$ cat src/rtl/icache_axi_refill_pkg.sv
`default_nettype none
// ============================================================================
// Module      : icache_axi_refill_pkg
// Description : Shared definitions for the icache AXI refill engine: refill
//               FSM state encodings, AXI4 read constants and the cache line
//               width used by the way bus.
// Revision    : 1.0 - initial release
// ----------------------------------------------------------------------------
// Contents    : refill_state_t    IDLE / AR / R / DONE
//               BURST_INCR, SIZE_4B, RESP_OKAY
//               WAY_LINE_W, line_width()
// ============================================================================
package icache_axi_refill_pkg;

  typedef enum logic [1:0] {
    ST_IDLE = 2'd0,
    ST_AR   = 2'd1,
    ST_R    = 2'd2,
    ST_DONE = 2'd3
  } refill_state_t;

  localparam logic [1:0] BURST_INCR = 2'b01;
  localparam logic [2:0] SIZE_4B    = 3'b010;
  localparam logic [1:0] RESP_OKAY  = 2'b00;

  // Way bus line geometry: 8 words of 32 bits.
  localparam int WAY_WORDS  = 8;
  localparam int WAY_WORD_W = 32;
  localparam int WAY_LINE_W = WAY_WORDS * WAY_WORD_W;

  function automatic int line_width(input int words, input int word_w);
    return words * word_w;
  endfunction

endpackage : icache_axi_refill_pkg
`default_nettype wire

$ cat src/rtl/icache_line_assembler.sv
`default_nettype none
// ============================================================================
// Module      : icache_line_assembler
// Description : Beat counter plus line register. Each accepted beat is
//               written into the word slot selected by the counter, which
//               then advances and wraps modulo LINE_WORDS.
// Revision    : 1.0 - initial release
// ----------------------------------------------------------------------------
// Ports       : clk, rst_n  clock, asynchronous active-low reset
//               clr         restart the beat counter (line contents kept)
//               we          one beat is accepted this cycle
//               data        beat payload
//               cnt         current word slot
//               line        assembled line, word k at [DATA_W*k +: DATA_W]
// ============================================================================
module icache_line_assembler
  import icache_axi_refill_pkg::*;
#(
  parameter int DATA_W     = 32,
  parameter int LINE_WORDS = 8,
  parameter int CNT_W      = $clog2(LINE_WORDS)
) (
  input  logic                                       clk,
  input  logic                                       rst_n,
  input  logic                                       clr,
  input  logic                                       we,
  input  logic [DATA_W-1:0]                          data,
  output logic [CNT_W-1:0]                           cnt,
  output logic [line_width(LINE_WORDS, DATA_W)-1:0]  line
);

  localparam logic [CNT_W-1:0] LAST_CNT = CNT_W'(LINE_WORDS - 1);

  // The line is deliberately not cleared on clr: it must hold the previous
  // refill until the first beat of the next one overwrites it.
  always_ff @(posedge clk or negedge rst_n) begin
    if (!rst_n) begin
      cnt  <= '0;
      line <= '0;
    end else if (clr) begin
      cnt <= '0;
    end else if (we) begin
      line[int'(cnt)*DATA_W +: DATA_W] <= data;
      cnt <= (cnt == LAST_CNT) ? '0 : cnt + 1'b1;
    end
  end

endmodule : icache_line_assembler
`default_nettype wire

$ cat src/rtl/icache_axi_refill.sv
`default_nettype none
// ============================================================================
// Module      : icache_axi_refill
// Description : AXI4 read-burst refill engine for icache stage 2. Takes one
//               line-miss request, issues a single INCR burst of LINE_WORDS
//               beats from the line base, assembles the line and returns it
//               with a one-cycle rend_o pulse (err_o qualifies it).
// Revision    : 1.0 - initial release
// ----------------------------------------------------------------------------
// Ports       : clk, rst_n            clock, asynchronous active-low reset
//               req_i, addr_i         miss request / physical miss address
//               busy_o                high in every state except IDLE
//               rend_o, err_o, line_o line return pulse, error, line data
//               ar*                   AXI read address channel (master)
//               r*                    AXI read data channel (master)
// ============================================================================
module icache_axi_refill
  import icache_axi_refill_pkg::*;
#(
  parameter logic [3:0] AXI_ID     = 4'd0,
  parameter int         ADDR_W     = 32,
  parameter int         DATA_W     = 32,
  parameter int         LINE_WORDS = 8,
  parameter int         OFFSET_W   = 5
) (
  input  logic                           clk,
  input  logic                           rst_n,
  input  logic                           req_i,
  input  logic [ADDR_W-1:0]              addr_i,
  output logic                           busy_o,
  output logic                           rend_o,
  output logic [LINE_WORDS*DATA_W-1:0]   line_o,
  output logic                           err_o,
  output logic [3:0]                     arid,
  output logic [ADDR_W-1:0]              araddr,
  output logic [7:0]                     arlen,
  output logic [2:0]                     arsize,
  output logic [1:0]                     arburst,
  output logic                           arvalid,
  input  logic                           arready,
  input  logic [3:0]                     rid,
  input  logic [DATA_W-1:0]              rdata,
  input  logic [1:0]                     rresp,
  input  logic                           rlast,
  input  logic                           rvalid,
  output logic                           rready
);

  localparam int               CNT_W    = $clog2(LINE_WORDS);
  localparam logic [CNT_W-1:0] LAST_CNT = CNT_W'(LINE_WORDS - 1);

  refill_state_t    state;
  refill_state_t    state_nxt;
  logic             start;
  logic             beat;
  logic             beat_err;
  logic             err_flag;
  logic [CNT_W-1:0] cnt;
  logic             unused_offset;

  assign arid    = AXI_ID;
  assign arlen   = 8'(LINE_WORDS - 1);
  assign arsize  = SIZE_4B;
  assign arburst = BURST_INCR;

  // Byte offset within the line is irrelevant: the burst always starts at
  // the line base and stage 2 picks its word from line_o itself.
  assign unused_offset = ^addr_i[OFFSET_W-1:0];

  assign start = (state == ST_IDLE) && req_i;
  assign beat  = (state == ST_R) && rvalid;

  // A last beat on any slot other than the final one means the burst was
  // short, or the counter wrapped because extra beats arrived.
  assign beat_err = (rresp != RESP_OKAY) || (rid != AXI_ID) ||
                    (rlast && (cnt != LAST_CNT));

  always_ff @(posedge clk or negedge rst_n) begin
    if (!rst_n) begin
      state    <= ST_IDLE;
      araddr   <= '0;
      err_flag <= 1'b0;
    end else begin
      state <= state_nxt;
      if (start) begin
        araddr   <= {addr_i[ADDR_W-1:OFFSET_W], {OFFSET_W{1'b0}}};
        err_flag <= 1'b0;
      end else if (beat && beat_err) begin
        err_flag <= 1'b1;
      end
    end
  end

  // Handshake outputs depend only on state, so there is no combinational
  // path from arready/rvalid back to arvalid/rready.
  always_comb begin
    state_nxt = state;
    busy_o    = 1'b1;
    arvalid   = 1'b0;
    rready    = 1'b0;
    rend_o    = 1'b0;
    err_o     = 1'b0;
    case (state)
      ST_IDLE: begin
        busy_o = 1'b0;
        if (req_i) state_nxt = ST_AR;
      end
      ST_AR: begin
        arvalid = 1'b1;
        if (arready) state_nxt = ST_R;
      end
      ST_R: begin
        rready = 1'b1;
        if (rvalid && rlast) state_nxt = ST_DONE;
      end
      ST_DONE: begin
        rend_o    = 1'b1;
        err_o     = err_flag;
        state_nxt = ST_IDLE;
      end
      default: state_nxt = ST_IDLE;
    endcase
  end

  icache_line_assembler #(
    .DATA_W     (DATA_W),
    .LINE_WORDS (LINE_WORDS),
    .CNT_W      (CNT_W)
  ) u_line_assembler (
    .clk   (clk),
    .rst_n (rst_n),
    .clr   (start),
    .we    (beat),
    .data  (rdata),
    .cnt   (cnt),
    .line  (line_o)
  );

endmodule : icache_axi_refill
`default_nettype wire

$ cat config.mk
export PLATFORM = sky130hd
export DESIGN_NAME = icache_axi_refill
export DESIGN_NICKNAME = d
export VERILOG_FILES = /design/src/rtl/icache_axi_refill_pkg.sv /design/src/rtl/icache_line_assembler.sv /design/src/rtl/icache_axi_refill.sv
export SDC_FILE = /design/constraint.sdc
export NUM_CORES = 1
export LEC_CHECK = 0
export BUFFER_PORTS_ARGS = -buffer_cell sky130_fd_sc_hd__buf_2
export CORE_MARGIN = 5
export CORE_UTILIZATION = 45
export CTS_CLUSTER_DIAMETER = 30
export DETAILED_ROUTE_END_ITERATION = 12
export GPL_ROUTABILITY_DRIVEN = 0
export PLACE_DENSITY_LB_ADDON = 0.2
export REMOVE_ABC_BUFFERS = 1
export SLEW_MARGIN = 30
export SYNTH_ARGS = -nofsm -noshare
export SYNTH_HDL_FRONTEND = slang
export SYNTH_SLANG_ARGS = --single-unit
$ cat constraint.sdc
create_clock -name clk -period 5.6 [get_ports clk]
set_input_delay 0 -clock clk [delete_from_list [all_inputs] [get_ports clk]]
set_output_delay 0 -clock clk [all_outputs]
set_load 0.05 [all_outputs]
-- Word-level counts from Yosys, hierarchy flattened
Index checks and enable logic that the tools add are counted.
- order comparisons: 0
- multiplexer cells: 15
- eq/ne operators: 8
- bitwise operators: 1
- add/sub/neg operators: 2
- divide/modulo/power cells: 0
- reduce and logical (&&, ||, !) cells: 14
- shift operators: 2
- $mul: 0
- operators with widths (kind ; count):
    256-bit bitwise mux ; 1
    32-bit by 33-bit variable shift with 256-bit output (first input constant) ; 1
    32-bit by 33-bit variable part select with 256-bit output ; 1
    8-bit negation with 33-bit output ; 1
    3-bit two-way mux ; 3
    2-bit one-hot mux with 4 select lines ; 1
    1-bit two-way mux ; 7
    2-bit two-way mux ; 3
    2-bit nonzero test ; 3
    1-bit logical AND ; 5
    2-bit equality test (second input constant) ; 2
    2-bit inequality test (second input constant) ; 2
    4-bit nonzero test ; 1
    3-bit by 1-bit adder with 3-bit output (second input constant) ; 1
    3-bit equality test (second input constant) ; 1
    3-bit inequality test (second input constant) ; 1
    3-bit AND reduction ; 1
    2-bit by 1-bit equality test with 1-bit output (second input constant) ; 1
    2-bit logical NOT ; 1
    1-bit logical OR ; 2
    2-bit by 1-bit inequality test with 1-bit output (second input constant) ; 1
    2-bit AND reduction ; 1
    1-bit inverter ; 1
- memories: 0
- input bits: 76
- flip-flop bits (word level): 289
- bits in writable memories: 0
- output and inout bits: 310
- bits in latches: 0
- logic and storage cells: 47
- ROM bits: 0

-- Depth between registers and ports, before layout
- word-level depth: 6
- mapped depth: 10
- depth with buffers taken out: 6

-- Modules after synthesis
Synthesis repeated with hierarchy kept, for this count alone.
- cell total of the unflattened synthesis: 861
- area, all modules: 12131.6 sq um
- by module, submodules not included (module ; times used ; cells each ; area an instance (sq um) ; sequential area each (sq um)):
    icache_line_assembler ; 1 ; 752 ; 10692.8 ; 6481.2
    icache_axi_refill ; 1 ; 109 ; 1438.9 ; 750.7

-- Worst setup path before layout
No wires, ideal clock.
- path kind: register -> register
- from: reg u_line_assembler.cnt[0]
- to: reg u_line_assembler.line[10]
- cell stages (with the launch flop): 11
- data arrival time: 2.629 ns
- required time: 5.475 ns
- slack: 2.846 ns
- path buffers: 4
- library setup time: 0.125 ns
- period minus slack after synthesis: 2.754 ns
- cells stage by stage: dfrtp_1 buf_2 inv_1 ha_1 ha_1 buf_6 or4b_1 or4_1 buf_6 buf_12 mux2_4
- longest elaborated chain between the ends: 3
- elaborated cells between the ends (all ways): 4
- classes of those cells: add/sub (1); shift (2); mux (1)
- ends and longest elaborated chain (what ; RTL line ; source):
    from (decl) ; icache_line_assembler.sv:28 ; output logic [CNT_W-1:0] cnt,
    from (signal assigned) ; icache_line_assembler.sv:44 ; cnt <= (cnt == LAST_CNT) ? '0 : cnt + 1'b1;
    8-bit negation with 33-bit output * ; icache_line_assembler.sv:43 ; line[int'(cnt)*DATA_W +: DATA_W] <= data;
    32-bit by 33-bit variable part select with 256-bit output / 32-bit by 33-bit variable shift with 256-bit output (equally long branches) ; icache_line_assembler.sv:43 ;
    256-bit bitwise mux * ; icache_line_assembler.sv:43 ;
    to (signal, indexed assignment) ; icache_line_assembler.sv:43 ;
    to (decl) ; icache_line_assembler.sv:29 ; output logic [line_width(LINE_WORDS, DATA_W)-1:0] line
Every way passes the cells marked *; elsewhere a longest branch is shown, timed or not.
A chain may end at the register's enable or synchronous reset.

-- Worst setup path after layout
- from: reg u_line_assembler.cnt[0]
- to: reg u_line_assembler.line[76]
Same word-level chain as after synthesis.

==> qor.csv <==
metric,value,unit
reg2reg_slack,1.83,ns
fin_worst_hold_slack,0.1227,ns
number_of_buffers_inserted_during_clock_tree_synthesis,66,
tritoncts_num_sinks,289,
hpwlAfterDp,25310,um
drt_pass1_iterations,5,
initial_core_util,45.85,%
wire_per_inst,19.28,um
antenna_cells_inserted,0,
max_freq,265.3,MHz
critical_path.reg2reg.endpoint,u_line_assembler.line[76],
worst-endpoint-arrival,4.15,ns
post-place-ws,1.762,ns
core_area,28010,um^2
drt-initial-drc-count,617,
path_clk_slew,0.04,ns
grt_pass1_wl,59660,um
routed_wirelength,39390,um
layout_min_cycle_time,3.770,ns
slowest_delay,1.04,ns
holdBufCountCts,68,
post-route-period-util,67.32,%
area.growth.synth_to_final,40.07,%
report.final.slew_viol_count,0,
fp.dieArea,32020,um^2
num-nets-final,1697,
avgSynthCellArea,11.09,um^2
mappedNetlistArea,12840,um^2
worstSetupEndpointType,flip-flop,
worstPathCellList,inv_1 > ha_1 > ha_1 > nand4b_1 > or4b_2 > buf_4 > mux2i_1,
finalSetupViolCount,0,
final.setup_skew,0.02160,ns
critPathBufInv,2,
post_cts_resized,0,
path_category_of_the_worst_min_delay_check,in2async,
irDropWorstVdd,0.0004039,V
fin_tns_setup,0,ns
grt_antenna_before_repair,0,
outcome,completed,
grt_start_max_net_pins,111,
first_global_vias,10360,
multi_input_gate_area_in_the_final_layout,4636,um^2
worst-endpoint-required,5.98,ns
worst-slew-pin-transition,0.9748,ns
ys_seq_elements,289,
crit_fanout,18,
worst_skew_pair.late_latency,0.54,ns
synthesis.yosys.warnings,0,
p_leak,9.465,nW
routed_via_density,4.837,
ctsHtreeMaxLevel,3,
cpMaxStageDelayCell,or4b_2,
post_syn_instances,1158,
die_width,178.9,um
rsz_0062_raised_after_global_routing,false,
cts_post_setup_buffers_inserted,0,
num_vias,9882,
r2r_cells,7,
fillerInstances,2225,
grt-ovfl-total,0,
final-hold-violation-count,0,
io_buffer_count,358,
r2r-start,u_line_assembler.cnt[0],
cts_max_path_buffers,3,
seq_area_frac_synth,56.31,%
pin_count,386,
post_synth_num_cell_types,39,
drive_gt1_share,35.80,%
die_h,178.9,um
worstSetupPathType,reg2reg,
cellPowerDensity,677.6,nW/um^2
startpoint_type,flip-flop,
slew_headroom,34.52,%
seqCellArea,7232,um^2
path_common_cell,ha_1,
critical-path-top-delay-family,simple AND/OR/NAND/NOR gates,
tritoncts_clock_tree,built,
setup_slack,1.830,ns
post-route-drc-count,0,
grt.total_usage,24.22,%
timing.max_cap.violations,0,
floorplan.rows,61,
antenna_left,0,
cts_root_buf,clkbuf_16,
-- cells in the mapped netlist (all sizes together) --
| library cell | count | share of area [%] |
|---|---|---|
| dfrtp | 289 | 56 |
| nand2 | 256 | 7.5 |
| inv | 176 | 5.1 |
| mux2i | 170 | 13 |
| mux2 | 88 | 8.6 |
| buf | 52 | 2.9 |
| and3 | 43 | 2.1 |
| clkbuf | 31 | 0.91 |
| ha | 9 | 0.88 |
| and2 | 5 | 0.24 |
| nor2 | 4 | 0.12 |
| nor2b | 4 | 0.19 |
| nor3 | 4 | 0.16 |
| nor4b | 3 | 0.25 |
| a21oi | 2 | 0.078 |
| conb | 2 | 0.058 |
| nand2b | 2 | 0.097 |
| nand4b | 2 | 0.14 |
| nor4 | 2 | 0.15 |
| or4b | 2 | 0.16 |
| a221oi | 1 | 0.068 |
| a31oi | 1 | 0.049 |
| and4b | 1 | 0.078 |
| and4bb | 1 | 0.097 |
| nand3 | 1 | 0.039 |
| nand4bb | 1 | 0.088 |
| nor4bb | 1 | 0.078 |
| o21a | 1 | 0.058 |
| o21bai | 1 | 0.058 |
| o32a | 1 | 0.078 |
| or2 | 1 | 0.049 |
| or4 | 1 | 0.058 |
-- worst register-to-register path, cell delays in order (launching register included) --
cell      delay, ns
dfrtp_1        0.66
inv_1          0.10
ha_1           0.23
ha_1           0.66
nand4b_1       0.37
or4b_2         1.04
buf_4          0.39
mux2i_1        0.17
-- flip-flops by register name, indices dropped and copies added (netlist names) --
signal                 flops
err_flag                   1
state                      2
u_line_assembler.cnt       3
u_line_assembler.line    256
araddr                    27
-- report_power, final --
group / switching (W) / internal (W)
logic: 0.00390 / 0.00124
registers: 0.000376 / 0.00278
clock network: 0.00122 / 0.00268
-- cell usage in the layout (no fill, tap or decap), types with 3 or more instances in the layout --
| master | synthesis | layout |
|---|---|---|
| buf_2 | 25 | 357 |
| dfrtp_1 | 289 | 289 |
| nand2_1 | 256 | 256 |
| inv_1 | 176 | 176 |
| mux2i_1 | 170 | 170 |
| clkbuf_16 | 0 | 69 |
| dlygate4sd3_1 | 0 | 68 |
| mux2_2 | 57 | 57 |
| and3_1 | 43 | 43 |
| mux2_4 | 30 | 30 |
| conb_1 | 2 | 22 |
| buf_4 | 22 | 20 |
| clkinvlp_4 | 0 | 11 |
| clkbuf_8 | 0 | 11 |
| ha_1 | 9 | 9 |
| clkinv_2 | 0 | 9 |
| clkbuf_1 | 31 | 8 |
| bufinv_16 | 0 | 6 |
| and2_1 | 5 | 5 |
| nor2b_1 | 4 | 4 |
| nor2_1 | 4 | 3 |
| clkinv_4 | 0 | 3 |
-- metal layers --
metal	vias up	part of all wire, %	global-route usage [%]
li1	4562	-	-
met4	0	3.0	8.539
met5	-	0	0
met2	336	48	40.24
met3	76	7.3	6.369
met1	4908	41	30.70
-- metrics by stage --
stage / area, um^2 / util, % / power, W / std cells
detailed placement: 14990 / 53.53 / 0.008263 / 1854
global placement: 14980 / 53.46 / 0.008159 / 1854
global route: 17990 / 64.22 / 0.01275 / 2043
CTS: 17980 / 64.18 / 0.01228 / 2043
finish: 17990 / 64.22 / 0.01219 / 2043
floorplan: 12430 / - / 0.006801 / 1095
-- cells by family after synthesis --
logic type / after synthesis / synth area share, %
flip-flops: 289 / 56.31
other: 2 / 0.05848
multiplexers: 258 / 21.84
AO/OA/AOI/OAI: 7 / 0.3898
buffers and inverters: 259 / 8.954
AND/OR/NAND/NOR: 334 / 11.56
adder cells (fa/ha/maj): 9 / 0.8769
-- how the worst max path moves through the flow --
stage                                  from                         end  slack (ns)  depth (start not counted)
finish              u_line_assembler.cnt[0]   u_line_assembler.line[76]        1.83                          7
global route        u_line_assembler.cnt[0]   u_line_assembler.line[76]        1.59                          7
CTS                 u_line_assembler.cnt[0]   u_line_assembler.line[72]        1.77                          7
detailed placement  u_line_assembler.cnt[0]   u_line_assembler.line[92]        1.76                          7
global placement    u_line_assembler.cnt[0]  u_line_assembler.line[147]        1.98                          7
floorplan           u_line_assembler.cnt[0]  u_line_assembler.line[110]        0.14                          6
-- area by class of cell --
cell class | count | share of cell area [%]
Timing Repair Buffer | 449 | 14.92
Clock buffer | 88 | 10.61
Multi-Input combinational cell | 630 | 25.77
Tap cell | 378 | 2.629
Sequential cell | 289 | 40.20
Inverter | 176 | 3.673
Clock inverter | 33 | 2.198
Power figures use the tool's default switching activity.
